<file path="src/rtl/bus_xfer_sequencer.sv">
// Bus-master sequencer for the shared DATA bus: turns a reg-to-reg move request into
// one-hot drive (enable) and capture (latch) strobes with a settle window and a dead cycle.
module bus_xfer_sequencer #(
    parameter int NUM_REGS = 8,
    parameter int WIDTH    = 16,
    parameter int SETTLE   = 1
) (
    input  logic                clk,
    input  logic                reset,
    input  logic                req_valid,
    output logic                req_ready,
    input  logic [2:0]          req_src,
    input  logic [2:0]          req_dst,
    output logic [NUM_REGS-1:0] enable,
    output logic [NUM_REGS-1:0] latch,
    input  logic [WIDTH-1:0]    DATA,
    output logic [WIDTH-1:0]    xfer_data,
    output logic                done,
    output logic                err
);

    typedef enum logic [1:0] {
        IDLE    = 2'd0,
        DRIVE   = 2'd1,
        CAPTURE = 2'd2,
        GAP     = 2'd3
    } state_t;

    localparam logic [3:0]  SETTLE_INIT = 4'(SETTLE - 1);
    localparam logic [31:0] NUM_REGS_U  = NUM_REGS;

    state_t           state_reg, state_next;
    logic [3:0]       cnt_reg, cnt_next;
    logic [2:0]       src_reg, src_next;
    logic [2:0]       dst_reg, dst_next;
    logic             err_reg, err_next;
    logic [WIDTH-1:0] xfer_reg, xfer_next;

    logic req_illegal;
    logic drive_active;
    logic capture_active;

    // A request is rejected if either index is off the bus or it would move a register onto itself.
    assign req_illegal = ({29'd0, req_src} >= NUM_REGS_U) ||
                         ({29'd0, req_dst} >= NUM_REGS_U) ||
                         (req_src == req_dst);

    always_ff @(posedge clk) begin
        if (reset) begin
            state_reg <= IDLE;
            cnt_reg   <= '0;
            src_reg   <= '0;
            dst_reg   <= '0;
            err_reg   <= 1'b0;
            xfer_reg  <= '0;
        end else begin
            state_reg <= state_next;
            cnt_reg   <= cnt_next;
            src_reg   <= src_next;
            dst_reg   <= dst_next;
            err_reg   <= err_next;
            xfer_reg  <= xfer_next;
        end
    end

    always_comb begin
        state_next = state_reg;
        cnt_next   = cnt_reg;
        src_next   = src_reg;
        dst_next   = dst_reg;
        err_next   = err_reg;
        xfer_next  = xfer_reg;
        unique case (state_reg)
            IDLE: begin
                if (req_valid) begin
                    src_next = req_src;
                    dst_next = req_dst;
                    if (req_illegal) begin
                        err_next   = 1'b1;
                        state_next = GAP;
                    end else begin
                        err_next   = 1'b0;
                        cnt_next   = SETTLE_INIT;
                        state_next = DRIVE;
                    end
                end
            end
            DRIVE: begin
                if (cnt_reg == 4'd0) begin
                    state_next = CAPTURE;
                end else begin
                    cnt_next = cnt_reg - 4'd1;
                end
            end
            CAPTURE: begin
                // The destination latches on this same edge, so record what it saw.
                xfer_next  = DATA;
                state_next = GAP;
            end
            GAP: begin
                err_next   = 1'b0;
                state_next = IDLE;
            end
            default: begin
                state_next = IDLE;
            end
        endcase
    end

    assign drive_active   = (state_reg == DRIVE) || (state_reg == CAPTURE);
    assign capture_active = (state_reg == CAPTURE);

    generate
        for (genvar gi = 0; gi < NUM_REGS; gi++) begin : g_strobe
            assign enable[gi] = drive_active   && (src_reg == 3'(gi));
            assign latch[gi]  = capture_active && (dst_reg == 3'(gi));
        end
    endgenerate

    assign req_ready = (state_reg == IDLE);
    assign done      = (state_reg == GAP);
    assign err       = (state_reg == GAP) && err_reg;
    assign xfer_data = xfer_reg;

endmodule

</file>
<file path="config.mk">
export PLATFORM = sky130hd
export DESIGN_NAME = bus_xfer_sequencer
export DESIGN_NICKNAME = d
export VERILOG_FILES = /design/src/rtl/bus_xfer_sequencer.sv
export SDC_FILE = /design/constraint.sdc
export NUM_CORES = 1
export LEC_CHECK = 0
export ABC_AREA = 1
export ABC_CLOCK_PERIOD_IN_PS = 1800
export CAP_MARGIN = 20
export CORE_UTILIZATION = 41
export DETAILED_ROUTE_END_ITERATION = 10
export PLACE_DENSITY = 0.86
export SYNTH_ARGS = -nofsm -noshare
export SYNTH_HDL_FRONTEND = slang
export SYNTH_SLANG_ARGS = --single-unit
</file>
<file path="constraint.sdc">
create_clock -name clk -period 1.8 [get_ports clk]
set_input_delay 0.18 -clock clk [delete_from_list [all_inputs] [get_ports clk]]
set_output_delay 0.18 -clock clk [all_outputs]
set_load 0.02 [all_outputs]
</file>
==> results.sh <==
export IMPL_place_congestion=0.798
export IMPL_overflow=0
export IMPL_cts_root_buf="clkbuf_4"
export IMPL_drt_iter0_drc=76
export IMPL_endpoint_kind="output pin"
export IMPL_p_comb_frac=0.537
export IMPL_crit_fanout=4
export IMPL_synth_area_um2=1380
export IMPL_max_slew_margin_rel=0.762
export IMPL_worstHoldEndpoint="xfer_data[7]$_SDFFE_PP0P_"
export IMPL_final_setup_tns_ns=-0.00876
export IMPL_synth_common_cells="56 x nor2_1, 31 x nand2_1, 29 x dfxtp_1"
export IMPL_netlist_instances=204
export IMPL_p_leak_uw=0.000960
export IMPL_layout_min_cycle_time_ns=1.81
export IMPL_io_pin_count=60
export IMPL_ys_top_cells_by_area="dfxtp_1 42%, nor2_1 15%, o21ai_0 8.7%"
export IMPL_clock_skew_ns=0.00832
export IMPL_p_int_uw=2000
export IMPL_hpwlAfterDp_mm=2.52
export IMPL_cts_tree="done"
export IMPL_ys_seq_area_frac=0.420
export IMPL_holdCritStartpoint="DATA[7]"
export IMPL_yosys_area_top_type="dfxtp_1"
export IMPL_power_switching_uw=1420
export IMPL_rr_worst_depth=8
export IMPL_drc=0
export IMPL_r2r_slack_ns=0.14
export IMPL_crit_arrival_ns=1.63
export IMPL_total_power_uw=3420
export IMPL_violations="negative setup slack"
export IMPL_drive_above_1_share=0.152
export IMPL_setup_violations=1
export IMPL_synth_most_common_cell="nor2_1"
export IMPL_synth_top_area_share=0.420
export IMPL_synth_edf_count=0
export IMPL_antenna_found_initial=0
export IMPL_r2r_end="cnt_reg[2]$_SDFFE_PP0P_"
export IMPL_largest_reg_flops=16
export IMPL_yosys_warnings=0
export IMPL_fillCellCount=289
export IMPL_grt_pass1_wl_mm=5.75
export IMPL_rr_startpoint="state_reg[1]$_SDFFE_PP0P_"
export IMPL_fp_row_count=20
export IMPL_numCtsBuffers=5
export IMPL_worst_slack_ns=-0.00876
export IMPL_syn_to_final_growth_pct=53.0
export IMPL_period_share=1.00
export IMPL_powerDensity_nw_per_um2=1620
export IMPL_clk_pin_slew_worst_paths_ns=0.10
export IMPL_ys_flop_type="dfxtp_1"
export IMPL_cts_sinks=29
export IMPL_tightestPinTransition_ns=0.354
export IMPL_multi_input_comb_area_um2=712
export IMPL_wl_per_cell_um=11.7
export IMPL_synthArstFlopShare=0
export IMPL_seqCellArea_um2=582
export IMPL_grt_max_degree=30
export IMPL_antenna_cells=0
export IMPL_num_nets_final=299
export IMPL_post_route_util=0.677
export IMPL_start_kind="flip-flop"
export IMPL_drt_first_pass_iters=4
export IMPL_syn_nets=234
export IMPL_htreeDepth=2
export IMPL_swShare=0.416
export IMPL_chipWidth_um=60.1
export IMPL_yosys_register_bits=29
export IMPL_io_buffers=59
export IMPL_dp_slack_ns=-0.0339
export IMPL_worstSkewPairLatency_ns=0.33
export IMPL_vdd_ir_drop_worst_mv=0.758
export IMPL_p_seq_frac=0.297
export IMPL_routed_wl_mm=3.67
export IMPL_max_freq_mhz=553
export IMPL_clockPowerShare=0.166
export IMPL_start_util=0.442
export IMPL_detail_route_vias_per_cell=4.74
export IMPL_hold_slack_ns=0.422
export IMPL_cts_hold_fix_buffers=0
export IMPL_slew_viol_final=0
export IMPL_grt_use_total=0.216
export IMPL_avgSynthCellArea_um2=6.78
export IMPL_cts_buffer_depth=2
export IMPL_core_area_um2=3130
export IMPL_worstPathRequired_ns=1.62
export IMPL_holdPathStages=3
export IMPL_grt_pass1_vias=1396
export IMPL_ant_nets=0
export IMPL_min_path_type="input port to flip-flop"
export IMPL_vias=1488
export IMPL_hold_viol=0
export IMPL_synth_cell_type_count=20
export IMPL_worstSetupPathType="flip-flop to output pin"
export IMPL_maxCapViolations=0
export IMPL_dieArea_um2=3610
export IMPL_die_h_um=60.1
export IMPL_status="finished with violations"
==> metrics by stage <==
step / instances / area [µm²]
3_3_place_gp: 305 / 2040
6_report: 314 / 2120
3_5_place_dp: 305 / 2040
5_1_grt: 314 / 2120
2_1_floorplan: 204 / 1380
4_1_cts: 313 / 2100
==> worst max path at each step <==
stage / to / startpoint / cells past startpoint / slack (ns)
after floorplan: latch[0] / state_reg[0]$_SDFFE_PP0P_ / 6 / 0.15
after global placement: latch[3] / state_reg[0]$_SDFFE_PP0P_ / 6 / 0.006
after detailed placement: latch[1] / state_reg[0]$_SDFFE_PP0P_ / 6 / -0.03
after CTS: latch[4] / state_reg[0]$_SDFFE_PP0P_ / 6 / 0.005
after global routing: latch[1] / state_reg[0]$_SDFFE_PP0P_ / 6 / -0.07
final: latch[2] / state_reg[0]$_SDFFE_PP0P_ / 6 / -0.009
==> worst max-delay path, cell delays in order (launching register included) <==
cell      delay (ns)
dfxtp_1         0.34
inv_2           0.11
ha_2            0.21
clkinv_1        0.09
or2_4           0.26
nor2_1          0.12
buf_4           0.16
==> power by group through the flow <==
stage | logic (µW) | registers (µW) | clock network [µW]
6_report | 1840 | 1020 | 568
5_1_grt | 2030 | 1050 | 601
4_1_cts | 1760 | 1010 | 577
3_5_place_dp | 1790 | 1020 | 0
3_3_place_gp | 1750 | 1010 | 0
2_1_floorplan | 952 | 1170 | 0
==> final cells by class <==
| cell class | count | share of cell area |
|---|---|---|
| well taps | 44 | 0.0260 |
| flip-flops and latches | 29 | 0.275 |
| multi-input cells | 145 | 0.336 |
| clock buffers | 7 | 0.0260 |
| clock inverters | 1 | 0.0142 |
| inverters | 23 | 0.0408 |
| repair buffers | 65 | 0.282 |
==> cells in the final DEF (no fill, tap or decap), types with 2 or more instances in the layout <==
cell type / Yosys / layout
a21oi_1: 14 / 14
nand3_1: 8 / 8
inv_1: 21 / 20
nor2_2: 0 / 3
inv_2: 1 / 2
nor2_1: 56 / 53
clkdlybuf4s15_2: 0 / 5
dfxtp_1: 29 / 28
or2_4: 1 / 2
o21ai_0: 24 / 24
clkdlybuf4s50_1: 0 / 40
clkbuf_4: 0 / 5
buf_2: 2 / 7
ha_1: 5 / 3
buf_4: 0 / 9
dlygate4sd2_1: 0 / 3
nand2_1: 31 / 31
==> per-layer routing <==
metal	GRT usage	vias to the layer above	routed length (µm)
met4	0.0797	0	61
met5	0	-	0
met1	0.227	651	1590
li1	-	770	-
met3	0.0823	10	275
met2	0.389	57	1750
==> timing repair <==
item | in CTS | in global routing
setup buffers | 0 | 1
pin swaps | 0 | 0
gates cloned | 0 | 0
hold endpoints to repair | 0 | 0
endpoints found under the setup margin | 19 | 14
gates resized for setup | 59 | 16
==> cells by family (layout without fill, tap and decap cells) <==
group	count (synthesis)	in the layout	share of synthesized area
and+or+nand+nor	99	99	0.289
xor gates and xnor gates	1	1	0.00633
adders and majority gates	5	5	0.0452
buffers and inverters	30	96	0.0841
DFF	29	29	0.420
AOI/OAI and AO/OA	40	40	0.156
Power figures use the tool's default switching activity.
==> edit 1: new RTL, same settings <==
Change the parameter `WIDTH` from 16 to 20.
--- a/src/rtl/bus_xfer_sequencer.sv
+++ b/src/rtl/bus_xfer_sequencer.sv
@@ -2,7 +2,7 @@
 // one-hot drive (enable) and capture (latch) strobes with a settle window and a dead cycle.
 module bus_xfer_sequencer #(
     parameter int NUM_REGS = 8,
-    parameter int WIDTH    = 16,
+    parameter int WIDTH    = 20,
     parameter int SETTLE   = 1
 ) (
     input  logic                clk,
Ports: changed (resized DATA and xfer_data); port bits go from 60 to 68. The function was not compared with the original's and may differ.
==> edit 1 against the unedited design <==
Global-route usage decreased by 2.3 points. Power increased by 11%. Setup slack improved by 0.085 ns. Clock power increased by 26%. Core utilization decreased by 0.65 points. Sequential share of layout area increased by 1.2 points. Design area increased by 9.0%. First-iteration DRC count decreased by 28%. Routed wire length increased by 3.7%. Sequential cell count increased by 4. Synthesized area increased by 9.6%. Synthesized cell count increased by 8.8%.
==> edit 1: results <==
set metrics [dict create \
    status "finished clean" \
    yosysSeqAreaShare 0.436 \
    cp_max_fo 3 \
    vdd_drop_max_mv 0.978 \
    critPathMaxStageDelay_ns 0.62 \
    synth_area_leaders "dfxtp_1, nor2_1, o21ai_0" \
    ys_types 17 \
    clk_latency_ns 0.29 \
    leakagePower_nw 1.07 \
    cp_data_arrival_time_ns 1.54 \
    dp_slack_ns -0.0175 \
    postSynthAreaPerCell_um2 6.83 \
    portBuffers 67 \
    cts_resized 26 \
    track_usage 0.194 \
    placed_area_um2 2250 \
    drive_above_1_share 0.102 \
    skew_ns 0.00426 \
    slowest_stage "clkdlybuf4s50_1" \
    clkSlewWorstSetupHoldPaths_ns 0.06 \
    first_iter_violations 55 \
    via_count 1626 \
    dp_hpwl_mm 2.70 \
    period_needed_ns 1.72 \
    root_buffer "clkbuf_8" \
    grt_max_degree 22 \
    whs_ns 0.468 \
    routabilityCongestion 0.779 \
    p_sw_frac 0.405 \
    synthTopCellsByCount "nor2_1, dfxtp_1, nand2_1" \
    hold_class "reg -> reg" \
]
==> edit 1: cell count changes after synthesis, sizes merged <==
cell / unedited run / this run
a21oi: 15 / 14
buf: 2 / 0
clkbuf: 5 / 8
clkinv: 1 / 0
dfxtp: 29 / 33
inv: 22 / 23
nor2: 56 / 66
o21ai: 24 / 28
==> edit 1: kinds of logic (layout without fill, tap and decap cells) <==
group	after synthesis	after routing	synth area share
XOR/XNOR	1	1	0.00578
buffers and inverters	31	103	0.0767
flip-flops	33	33	0.436
AO/OA/AOI/OAI	43	43	0.152
AND/OR/NAND/NOR	109	109	0.289
adder cells (fa/ha/maj)	5	5	0.0413
==> edit 1: routing by layer <==
| metal | GRT usage | vias up | routed length (µm) |
|---|---|---|---|
| li1 | - | 839 | - |
| met1 | 0.209 | 711 | 1640 |
| met2 | 0.332 | 68 | 1750 |
| met3 | 0.0931 | 8 | 365 |
| met4 | 0.0610 | 0 | 45 |
| met5 | 0 | - | 0 |
==> edit 1: power groups by stage <==
stage               clock network, mW  logic, mW  registers (mW)
global route                    0.757       2.15            1.18
finish                          0.715       1.94            1.15
detailed placement                  0       1.96            1.17
floorplan                           0       1.00            1.36
CTS                             0.728       1.95            1.15
global placement                    0       1.93            1.15
==> edit 1: area by class of cell <==
cell class	instances	area (µm²)	share of cell area
repair buffers	72	644	0.279
clock inverters	1	30.0	0.0130
flip-flops and latches	33	661	0.286
multi-input cells	158	742	0.322
inverters	23	86.3	0.0374
clock buffers	7	86.3	0.0374
well taps	46	57.6	0.0249
==> edit 1: final timing paths <==
path                     start  depth (start not counted)    endpoint
hold / removal      src_reg[2]                          2  src_reg[2]
hold reg to reg     src_reg[2]                          2  src_reg[2]
setup reg to reg  state_reg[1]                          8  cnt_reg[0]
setup / recovery  state_reg[0]                          3        done
==> edit 2: new RTL, same flow settings <==
Without the edit above. Put a register stage on the output `err`. The value now appears one clock later. The other outputs are not delayed to match.
--- a/src/rtl/bus_xfer_sequencer.sv
+++ b/src/rtl/bus_xfer_sequencer.sv
@@ -119,7 +119,9 @@
 
     assign req_ready = (state_reg == IDLE);
     assign done      = (state_reg == GAP);
-    assign err       = (state_reg == GAP) && err_reg;
+    always_ff @(posedge clk) begin
+        err <= (state_reg == GAP) && err_reg;
+    end
     assign xfer_data = xfer_reg;
 
 endmodule
Behaviour: not the same (Yosys sat finds a counterexample within 4 cycles, from zero or initial values and one cycle with reset high).
==> edit 2 against the unedited design <==
Routed wire length is 2.1% lower. Design area is 2.8% lower. Setup slack better by 0.096 ns. Critical endpoint is now latch[1]. Register-to-register slack better by 0.03 ns. Via count is 1.1% higher. Sequential cell count is 1 higher. Power is 5.2% lower. Synthesized area is 1.4% higher.
==> edit 2: results <==
set metrics [dict create \
    status "finished clean" \
    grtUsageMet1 0.237 \
    whs_ns 0.424 \
    cts_resized 63 \
    wl_met3_um 202 \
    dp_hpwl_mm 2.48 \
    use_met2 0.383 \
    synth_area_leaders "dfxtp_1, nor2_1, o21ai_0" \
    slew_headroom 0.780 \
    post_drt_wl_per_cell_um 11.4 \
    dp_slack_ns -0.0463 \
    synthTopCellsByCount "nor2_1, nand2_1, dfxtp_1" \
    num-fill-cells 295 \
    dp.cells 306 \
    placed_area_um2 2060 \
    skew_ns 0.00984 \
    grt_pass1_vias 1388 \
    grt_max_degree 21 \
    r2r_end "cnt_reg[3]" \
    routed_wl_mm 3.60 \
    drive_above_1_share 0.144 \
    yosysSeqAreaShare 0.428 \
    slowest_stage "dfxtp_2" \
    ff2ff_setup_slack_ns 0.17 \
    vdd_drop_max_mv 0.987 \
]
==> edit 2: cell count changes after synthesis, sizes merged <==
cell,delta
dfxtp,+1
==> edit 2: cell families after synthesis <==
kind of cell | after synthesis | share of synthesized area
buffers and inverters | 30 | 0.0829
flip-flops | 30 | 0.428
adder cells (fa/ha/maj) | 5 | 0.0446
XOR/XNOR | 1 | 0.00624
AND/OR/NAND/NOR | 99 | 0.285
AO/OA/AOI/OAI | 40 | 0.153
==> edit 2: final cells by class <==
class / instances / area, µm² / area share
Clock buffer: 7 / 55.1 / 0.0267
Clock inverter: 1 / 5.00 / 0.00243
Tap cell: 44 / 55.1 / 0.0267
Multi-Input combinational cell: 145 / 697 / 0.339
Timing Repair Buffer: 64 / 557 / 0.271
Sequential cell: 30 / 603 / 0.293
Inverter: 23 / 86.3 / 0.0419
==> edit 2: power groups by stage <==
stage / Clock, mW / Sequential, mW / Combinational (mW)
after floorplan: 0 / 1.20 / 0.950
after global placement: 0 / 1.04 / 1.74
after detailed placement: 0 / 1.04 / 1.78
after CTS: 0.443 / 1.04 / 1.78
after global routing: 0.469 / 1.08 / 1.95
final: 0.430 / 1.05 / 1.77
==> edit 2: worst max path at each step <==
stage	endpoint	cells after the start	start
finish	latch[1]	6	state_reg[0]
global route	latch[1]	6	state_reg[0]
CTS	enable[0]	5	state_reg[0]
detailed placement	latch[2]	6	state_reg[0]
global placement	latch[0]	6	state_reg[0]
floorplan	latch[0]	6	state_reg[0]
==> edit 2: critical path, delay by kind of cell, from the launching register on <==
kind	cells	cell delay, ns
buffers and inverters	3	0.32
and+or+nand+nor	2	0.34
adders and majority gates	1	0.19
DFF	1	0.34
